## src/rtl/router_pkt_framer.sv

```systemverilog
// ============================================================================
// router_pkt_framer : buffers a full payload, then emits header/payload/parity
//                     bytes to the 1x3 router input. Optional: PARITY_CORRUPT_EN
// Revision: 1.0
// ============================================================================
`default_nettype none

module router_pkt_framer #(
  parameter int NUM_PORTS = 3,
  parameter int CNT_W     = 16
) (
  input  logic             clock_i,
  input  logic             reset_i,
  input  logic             cmd_valid_i,
  input  logic [1:0]       cmd_addr_i,
  input  logic [5:0]       cmd_len_i,
`ifdef PARITY_CORRUPT_EN
  input  logic             corrupt_parity_i,
`endif
  output logic             cmd_ready_o,
  output logic             cmd_err_o,
  input  logic [7:0]       pl_data_i,
  input  logic             pl_valid_i,
  output logic             pl_ready_o,
  input  logic             busy_i,
  output logic [7:0]       pkt_data_o,
  output logic             pkt_valid_o,
  output logic             frm_active_o,
  output logic             pkt_done_o,
  output logic [CNT_W-1:0] pkt_count_o
);

  localparam logic [2:0] c_PORT_LIMIT = 3'(NUM_PORTS);

  typedef enum logic [2:0] {
    S_IDLE    = 3'd0,
    S_FILL    = 3'd1,
    S_HEADER  = 3'd2,
    S_PAYLOAD = 3'd3,
    S_PARITY  = 3'd4
  } state_t;

  state_t           state_q;
  logic [7:0]       mem_q [64];
  logic [1:0]       addr_q;
  logic [5:0]       len_q;
  logic [5:0]       wr_cnt_q;
  logic [5:0]       rd_cnt_q;
  logic [7:0]       parity_q;
  logic [7:0]       pkt_data_q;
  logic             pkt_valid_q;
  logic             frm_active_q;
  logic             cmd_err_q;
  logic             pkt_done_q;
  logic [CNT_W-1:0] pkt_count_q;

  logic       w_cmd_bad;
  logic [7:0] w_header;
  logic [5:0] w_last;
  logic [7:0] w_parity_out;

  assign w_cmd_bad = ({1'b0, cmd_addr_i} >= c_PORT_LIMIT) || (cmd_len_i == 6'd0);
  assign w_header  = {len_q, addr_q};
  assign w_last    = len_q - 6'd1;

`ifdef PARITY_CORRUPT_EN
  logic corrupt_q;
  assign w_parity_out = parity_q ^ {8{corrupt_q}};
`else
  assign w_parity_out = parity_q;
`endif

  // Payload store has no reset: contents are meaningless until refilled.
  always_ff @(posedge clock_i) begin
    if (state_q == S_FILL && pl_valid_i) begin
      mem_q[wr_cnt_q] <= pl_data_i;
    end
  end

  always_ff @(posedge clock_i) begin
    if (reset_i) begin
      state_q      <= S_IDLE;
      addr_q       <= 2'd0;
      len_q        <= 6'd0;
      wr_cnt_q     <= 6'd0;
      rd_cnt_q     <= 6'd0;
      parity_q     <= 8'd0;
      pkt_data_q   <= 8'd0;
      pkt_valid_q  <= 1'b0;
      frm_active_q <= 1'b0;
      cmd_err_q    <= 1'b0;
      pkt_done_q   <= 1'b0;
      pkt_count_q  <= '0;
`ifdef PARITY_CORRUPT_EN
      corrupt_q    <= 1'b0;
`endif
    end else begin
      cmd_err_q  <= 1'b0;
      pkt_done_q <= 1'b0;
      case (state_q)
        S_IDLE: begin
          if (cmd_valid_i) begin
            if (w_cmd_bad) begin
              cmd_err_q <= 1'b1;
            end else begin
              addr_q   <= cmd_addr_i;
              len_q    <= cmd_len_i;
              parity_q <= 8'd0;
              wr_cnt_q <= 6'd0;
              state_q  <= S_FILL;
`ifdef PARITY_CORRUPT_EN
              corrupt_q <= corrupt_parity_i;
`endif
            end
          end
        end
        S_FILL: begin
          if (pl_valid_i) begin
            wr_cnt_q <= wr_cnt_q + 6'd1;
            // Header is folded into parity here so it is final before PAYLOAD.
            if (wr_cnt_q == w_last) begin
              parity_q     <= parity_q ^ pl_data_i ^ w_header;
              pkt_data_q   <= w_header;
              pkt_valid_q  <= 1'b1;
              frm_active_q <= 1'b1;
              state_q      <= S_HEADER;
            end else begin
              parity_q <= parity_q ^ pl_data_i;
            end
          end
        end
        S_HEADER: begin
          if (!busy_i) begin
            rd_cnt_q   <= 6'd0;
            pkt_data_q <= mem_q[6'd0];
            state_q    <= S_PAYLOAD;
          end
        end
        S_PAYLOAD: begin
          if (!busy_i) begin
            rd_cnt_q <= rd_cnt_q + 6'd1;
            if (rd_cnt_q == w_last) begin
              pkt_valid_q <= 1'b0;
              pkt_data_q  <= w_parity_out;
              state_q     <= S_PARITY;
            end else begin
              pkt_data_q <= mem_q[rd_cnt_q + 6'd1];
            end
          end
        end
        S_PARITY: begin
          if (!busy_i) begin
            pkt_data_q   <= 8'd0;
            frm_active_q <= 1'b0;
            pkt_done_q   <= 1'b1;
            pkt_count_q  <= pkt_count_q + CNT_W'(1);
            state_q      <= S_IDLE;
          end
        end
        default: state_q <= S_IDLE;
      endcase
    end
  end

  assign cmd_ready_o  = (state_q == S_IDLE);
  assign pl_ready_o   = (state_q == S_FILL);
  assign cmd_err_o    = cmd_err_q;
  assign pkt_data_o   = pkt_data_q;
  assign pkt_valid_o  = pkt_valid_q;
  assign frm_active_o = frm_active_q;
  assign pkt_done_o   = pkt_done_q;
  assign pkt_count_o  = pkt_count_q;

endmodule

`default_nettype wire

```

## config.mk

```make
export PLATFORM = sky130hd
export DESIGN_NAME = router_pkt_framer
export DESIGN_NICKNAME = d
export VERILOG_FILES = /design/src/rtl/router_pkt_framer.sv
export SDC_FILE = /design/constraint.sdc
export NUM_CORES = 1
export LEC_CHECK = 0
export CAP_MARGIN = 40
export CORE_UTILIZATION = 60
export DETAILED_ROUTE_END_ITERATION = 10
export GPL_TIMING_DRIVEN = 0
export PLACE_DENSITY_LB_ADDON = 0.08
export SLEW_MARGIN = 20
export SYNTH_ARGS = -nofsm -noshare
export SYNTH_HDL_FRONTEND = slang
export SYNTH_SLANG_ARGS = --single-unit
```

## constraint.sdc

```tcl
create_clock -name clock_i -period 3.25 [get_ports clock_i]
set_clock_uncertainty 0.05 [all_clocks]
set_input_delay 0.65 -clock clock_i [delete_from_list [all_inputs] [get_ports clock_i]]
set_output_delay 0.65 -clock clock_i [all_outputs]
set_load 0.05 [all_outputs]
```

==> results.cfg, run 1 <==
[placed_design]
hpwlAfterDp_um = 36700
dpl_worst_slack_ns = -0.828
gp_congestion = 0.907
io_buffers = 50

[sta]
hold_viol_final = 0
relSlewSlack_pct = 29.4
period_share_pct = 102
finalSetupViolCount = 80
min_period_ns = 3.33
tightest_slew_ns = 1.06
rsz0062_at_grt = true
setup_ws_ns = -0.0784
tns_ns = -4.32
max_freq_mhz = 300
finalMaxSlewViolations = 0

[run_status]
violations = setup timing
status = finished, violations left

[floorplan]
core-area_sq_um = 38800
start_util_pct = 61.2
ios = 51
die_y_um = 201
die_x_um = 201
rows = 72
die_area_sq_um = 40400

[synthesis]
synth_cell_types = 64
synthTopCellsByArea = edfxtp_1, mux4_2, dfxtp_1
syn_area_sq_um = 23800
synth-edff-count = 512
yosysTopAreaCellShare_pct = 64.7
syn-num-nets = 1434
async_flop_share_pct = 0
synth-main-ff-cell = edfxtp_1
seq_area_frac_synth_pct = 69.7
ys_seq_elements = 571
synth_warnings = 0
synth_area_per_cell_sq_um = 16.9
syn_inst = 1409
synth_top_cell_by_area = edfxtp_1

[critical_path]
cp.arrival_ns = 3.52
reg2reg_depth = 5
cp-end-kind = flop
critPathMaxFanout = 8
critPathKind = reg -> reg
start_kind = flop
cp_data_required_time_ns = 3.44

[global_route]
antenna_found_initial = 1
grt_usage_pct = 29.2
grt-ovfl-total = 0
grt_pass1_wl_um = 85900
grt_max_degree = 69
grt_pass1_vias = 13410

[detailed_routing]
firstDrtPassIters = 7
viasPerCell = 6.50
drc = 0
routed.top_layer = met5
wire_per_inst_um = 27.3
wl_met2_um = 27700
drtAntennaViolNets = 0
drt-total-wl_um = 57500
wl_met1_um = 23500
met3WireLength_um = 4470
initialDrtViolationCount = 1475
vias = 13681

[clock_tree]
clock_latency_ns = 0.61
hold_buffers = 0
cts.path.max_buffers = 3
clkTransAtPathRegs_ns = 0.06
cts_root_buf = clkbuf_16
cts_sinks = 571
cts_tree = built
cts_htree_levels = 2
cts_buffers = 56

[cells_and_area]
final_common_cell = edfxtp_1
drive_gt1_share_pct = 23.3
mostFrequentLayoutCells = edfxtp_1, mux4_2, nor2_1
area_growth_pct = 14.6
fin_util_pct = 70.1
num-nets-final = 1567
diodes = 0

[pwr]
p_per_area_nw_per_um2 = 551
vdd.ir_drop.worst_uv = 662
p_leak_uw = 0.00861

[flow_run]
drv_cap = 0

[hold_path]
worstHoldPathType = reg -> reg
hold_path_depth = 2
-- timing repair --
item                                    4_1_cts  5_1_grt
setup buffers                                 0        3
endpoints found under the setup margin       75      244
gates resized for setup                      41       39
-- sequential cells by signal (all words and copies together), names as in the netlist --
register and flops:
pkt_data_o 8, pkt_valid_o 1, cmd_err_o 1, len_q 6, mem_q 512, state_q 3
pkt_done_o 1, parity_q 8, pkt_count_o 16, rd_cnt_q 6, wr_cnt_q 6, addr_q 2
frm_active_o 1
-- cell usage after synthesis, types with 5 or more instances --
library cell / number
a2111oi_0: 7
a211oi_1: 19
a211oi_2: 8
a21boi_0: 9
a21oi_1: 34
a221o_1: 8
and2_1: 5
and3_1: 17
buf_1: 11
buf_2: 24
clkbuf_1: 44
dfxtp_1: 59
edfxtp_1: 512
inv_1: 7
mux2_2: 16
mux2i_1: 27
mux4_2: 128
nand2_1: 60
nand2b_1: 28
nand3_1: 26
nand3b_1: 13
nand4_1: 5
nor2_1: 140
nor2b_1: 28
nor3_1: 38
nor3b_1: 5
o211ai_1: 10
o221ai_1: 8
o22ai_1: 16
o311ai_0: 6
o31ai_1: 8
xnor2_1: 13
xnor3_1: 5
xor2_1: 18
-- cell type report --
class	instances	area, sq um
Clock inverter	37	379
Buffer	83	410
Inverter	7	26.3
Fill cell	2446	11600
Tap cell	518	648
Timing Repair Buffer	75	679
Sequential cell	571	16600
Multi-Input combinational cell	748	7030
Clock buffer	66	1500
-- per-stage QoR --
stage	cell area [sq um]	hold WS [ns]	power [uW]	instances
finish	27200	0.417	15000	2105
CTS	27000	0.399	15000	2091
global route	27200	0.407	15300	2105
detailed placement	25000	0.404	8550	1988
global placement	24900	0.411	8560	1977
floorplan	23800	0.452	8350	1409
-- cells by family after synthesis --
family	Yosys count	share of synthesized area, %
compound gates	154	4.88
xor+xnor	37	1.72
fa+ha+maj	4	0.211
buf+inv	90	1.66
flops	571	69.7
mux	171	14.0
simple gates	382	7.85
-- critical path: stages (launching register included) --
cell	delay [ns]
dfxtp_1	0.31
clkbuf_1	0.33
nor3b_2	0.38
and3_1	0.31
nand3_1	0.69
nor2_1	0.87
-- per-layer routing --
metal	vias up	global-route usage [%]
met3	117	5.28
li1	5889	-
met2	632	46.1
met4	2	9.38
met5	-	0
met1	7041	41.9
-- worst paths after layout --
check,endpoint,from,slack [ns]
hold / removal,pkt_valid_o,pkt_valid_o,0.42
hold reg to reg,pkt_valid_o,pkt_valid_o,0.42
setup / recovery,mem_q[7][6],state_q[0],-0.08
setup reg to reg,mem_q[7][6],state_q[0],-0.08
-- power by group --
part | switching, uW | leakage, uW | internal (uW)
Sequential | 16.4 | 0.00508 | 8000
Clock | 2800 | 0.000918 | 3790
Combinational | 267 | 0.00261 | 113
Note: power is estimated with default switching activity, not from simulation.
==> run 2, diff against run 1 <==
--- a/config.mk
+++ b/config.mk
@@ -14,3 +14,4 @@
 export SYNTH_ARGS = -nofsm -noshare
 export SYNTH_HDL_FRONTEND = slang
 export SYNTH_SLANG_ARGS = --single-unit
+export TNS_END_PERCENT = 1
==> run 2 against run 1 <==
The run still ends with setup timing left. Global-route usage is essentially flat. Register-to-register slack is essentially flat. Critical endpoint is now mem_q[33][3]. Critical path depth grew 1. Power about the same. Largest power group unchanged.
==> results.cfg, run 2 (synthesized netlist as in run 1, its figures left out) <==
[clock_tree]
cts_htree_levels = 2
cts_sinks = 571
cts_root_buf = clkbuf_16
cts_buffers = 56
clkTransAtPathRegs_ns = 0.07
clock_latency_ns = 0.61
cts.path.max_buffers = 3
cts_tree = built
cts_setup_buffers = 0

[pwr]
vdd.ir_drop.worst_uv = 664
p_per_area_nw_per_um2 = 551
p_leak_uw = 0.00860

[critical_path]
crit_path_cell_trace = clkbuf_1 > nor3b_2 > nand2_1 > nor2_1 > nand2_1 > nor2_1
critPathMaxFanout = 8
cp.arrival_ns = 3.52
cp_slowest_cell = nor2_1
cp-end-kind = flop
cp_data_required_time_ns = 3.43
critPathKind = reg -> reg
start_kind = flop
cpPeakStageDelay_ns = 0.82

[floorplan]
ios = 51
core-area_sq_um = 38800
rows = 72
die_y_um = 201
start_util_pct = 61.2
die_area_sq_um = 40400
die_x_um = 201

[cells_and_area]
top_register = mem_q
num-nets-final = 1567
drive_gt1_share_pct = 22.9
final_common_cell = edfxtp_1
largest_reg_flops = 512
mostFrequentLayoutCells = edfxtp_1, mux4_2, nor2_1
fillers = 2458
area_growth_pct = 14.5
fin_util_pct = 70.1

[detailed_routing]
vias = 13689
initialDrtViolationCount = 1560
drt-total-wl_um = 57500
wire_per_inst_um = 27.3
drtAntennaViolNets = 0
viasPerCell = 6.50
drc = 0
firstDrtPassIters = 5

[placed_design]
hpwlAfterDp_um = 36700
io_buffers = 50
gp_congestion = 0.907

[sta]
max_freq_mhz = 300
tightest_slew_ns = 0.875
relSlewSlack_pct = 41.5
hold_viol_final = 0
tns_ns = -3.01
setup_ws_ns = -0.0877
period_share_pct = 103
rsz0062_at_grt = true
min_period_ns = 3.34
finalMaxSlewViolations = 0
finalSetupViolCount = 56

[flow_run]
drv_cap = 0

[global_route]
grt_pass1_wl_um = 85900
grt_max_degree = 69
grt_usage_pct = 29.2
grt_pass1_vias = 13384
antenna_found_initial = 1
grt-ovfl-total = 0

[hold_path]
worstHoldPathType = reg -> reg

[run_status]
status = finished, violations left
violations = setup timing
run 2: cell types whose count changed in the layout (fill, tap and decap cells not counted), sizes merged:
cell	change
buf	-1
clkbuf	+1
diode	+1
run 2: worst max-delay path: cells and delay by family, from the launching register on:
family	cells	cell delay, ns
buffers and inverters	1	0.32
and+or+nand+nor	5	2.25
DFF	1	0.31
run 2: final timing paths:
kind                            slack, ns        start            to  cells after the start
worst min register to register       0.42  pkt_valid_o   pkt_valid_o                      2
worst max register to register      -0.09   state_q[0]  mem_q[33][3]                      6
worst max-delay path                -0.09   state_q[0]  mem_q[33][3]                      6
worst min-delay path                 0.42  pkt_valid_o   pkt_valid_o                      2
run 2: final cells by class:
type | instances | area [sq um] | share of cell area, %
antenna | 1 | 2.50 | 0.00920
buffer | 83 | 408 | 1.50
clock buffer | 66 | 1500 | 5.52
clock inverter | 37 | 379 | 1.39
inverter | 7 | 26.3 | 0.0966
multi-input combinational | 748 | 7010 | 25.7
sequential | 571 | 16600 | 60.9
tap | 518 | 648 | 2.38
timing repair buffer | 75 | 679 | 2.50
run 2: timing repair:
action / 4_1_cts / 5_1_grt
resized for setup: 34 / 36
endpoints found under the hold margin: 0 / 0
setup endpoints to repair: 75 / 244
cloned: 0 / 0
hold buffers: 0 / 0
run 2: through the flow:
step | instances | hold slack, ns | cell area [sq um] | setup WS, ns | total power, uW
floorplan | 1409 | 0.452 | 23800 | 0.411 | 8350
global placement | 1977 | 0.411 | 24900 | -1.01 | 8560
detailed placement | 1988 | 0.404 | 25000 | -0.828 | 8550
CTS | 2091 | 0.399 | 27000 | -0.0634 | 15000
global route | 2105 | 0.407 | 27200 | -0.212 | 15300
finish | 2106 | 0.416 | 27200 | -0.0877 | 15000
run 2: where the power goes:
group	leakage [uW]	internal, uW	total [uW]	switching, uW
combinational	0.00260	113	381	268
clock	0.000918	3790	6600	2810
sequential	0.00508	8000	8020	16.4
total	0.00860	11900	15000	3090
run 2: metal layers:
metal | global-route usage (%) | vias to the layer above | wire length [um]
li1 | - | 5888 | -
met1 | 42.2 | 7002 | 23400
met2 | 46.0 | 685 | 27700
met3 | 5.11 | 112 | 4680
met4 | 9.19 | 2 | 1780
met5 | 0 | - | 10
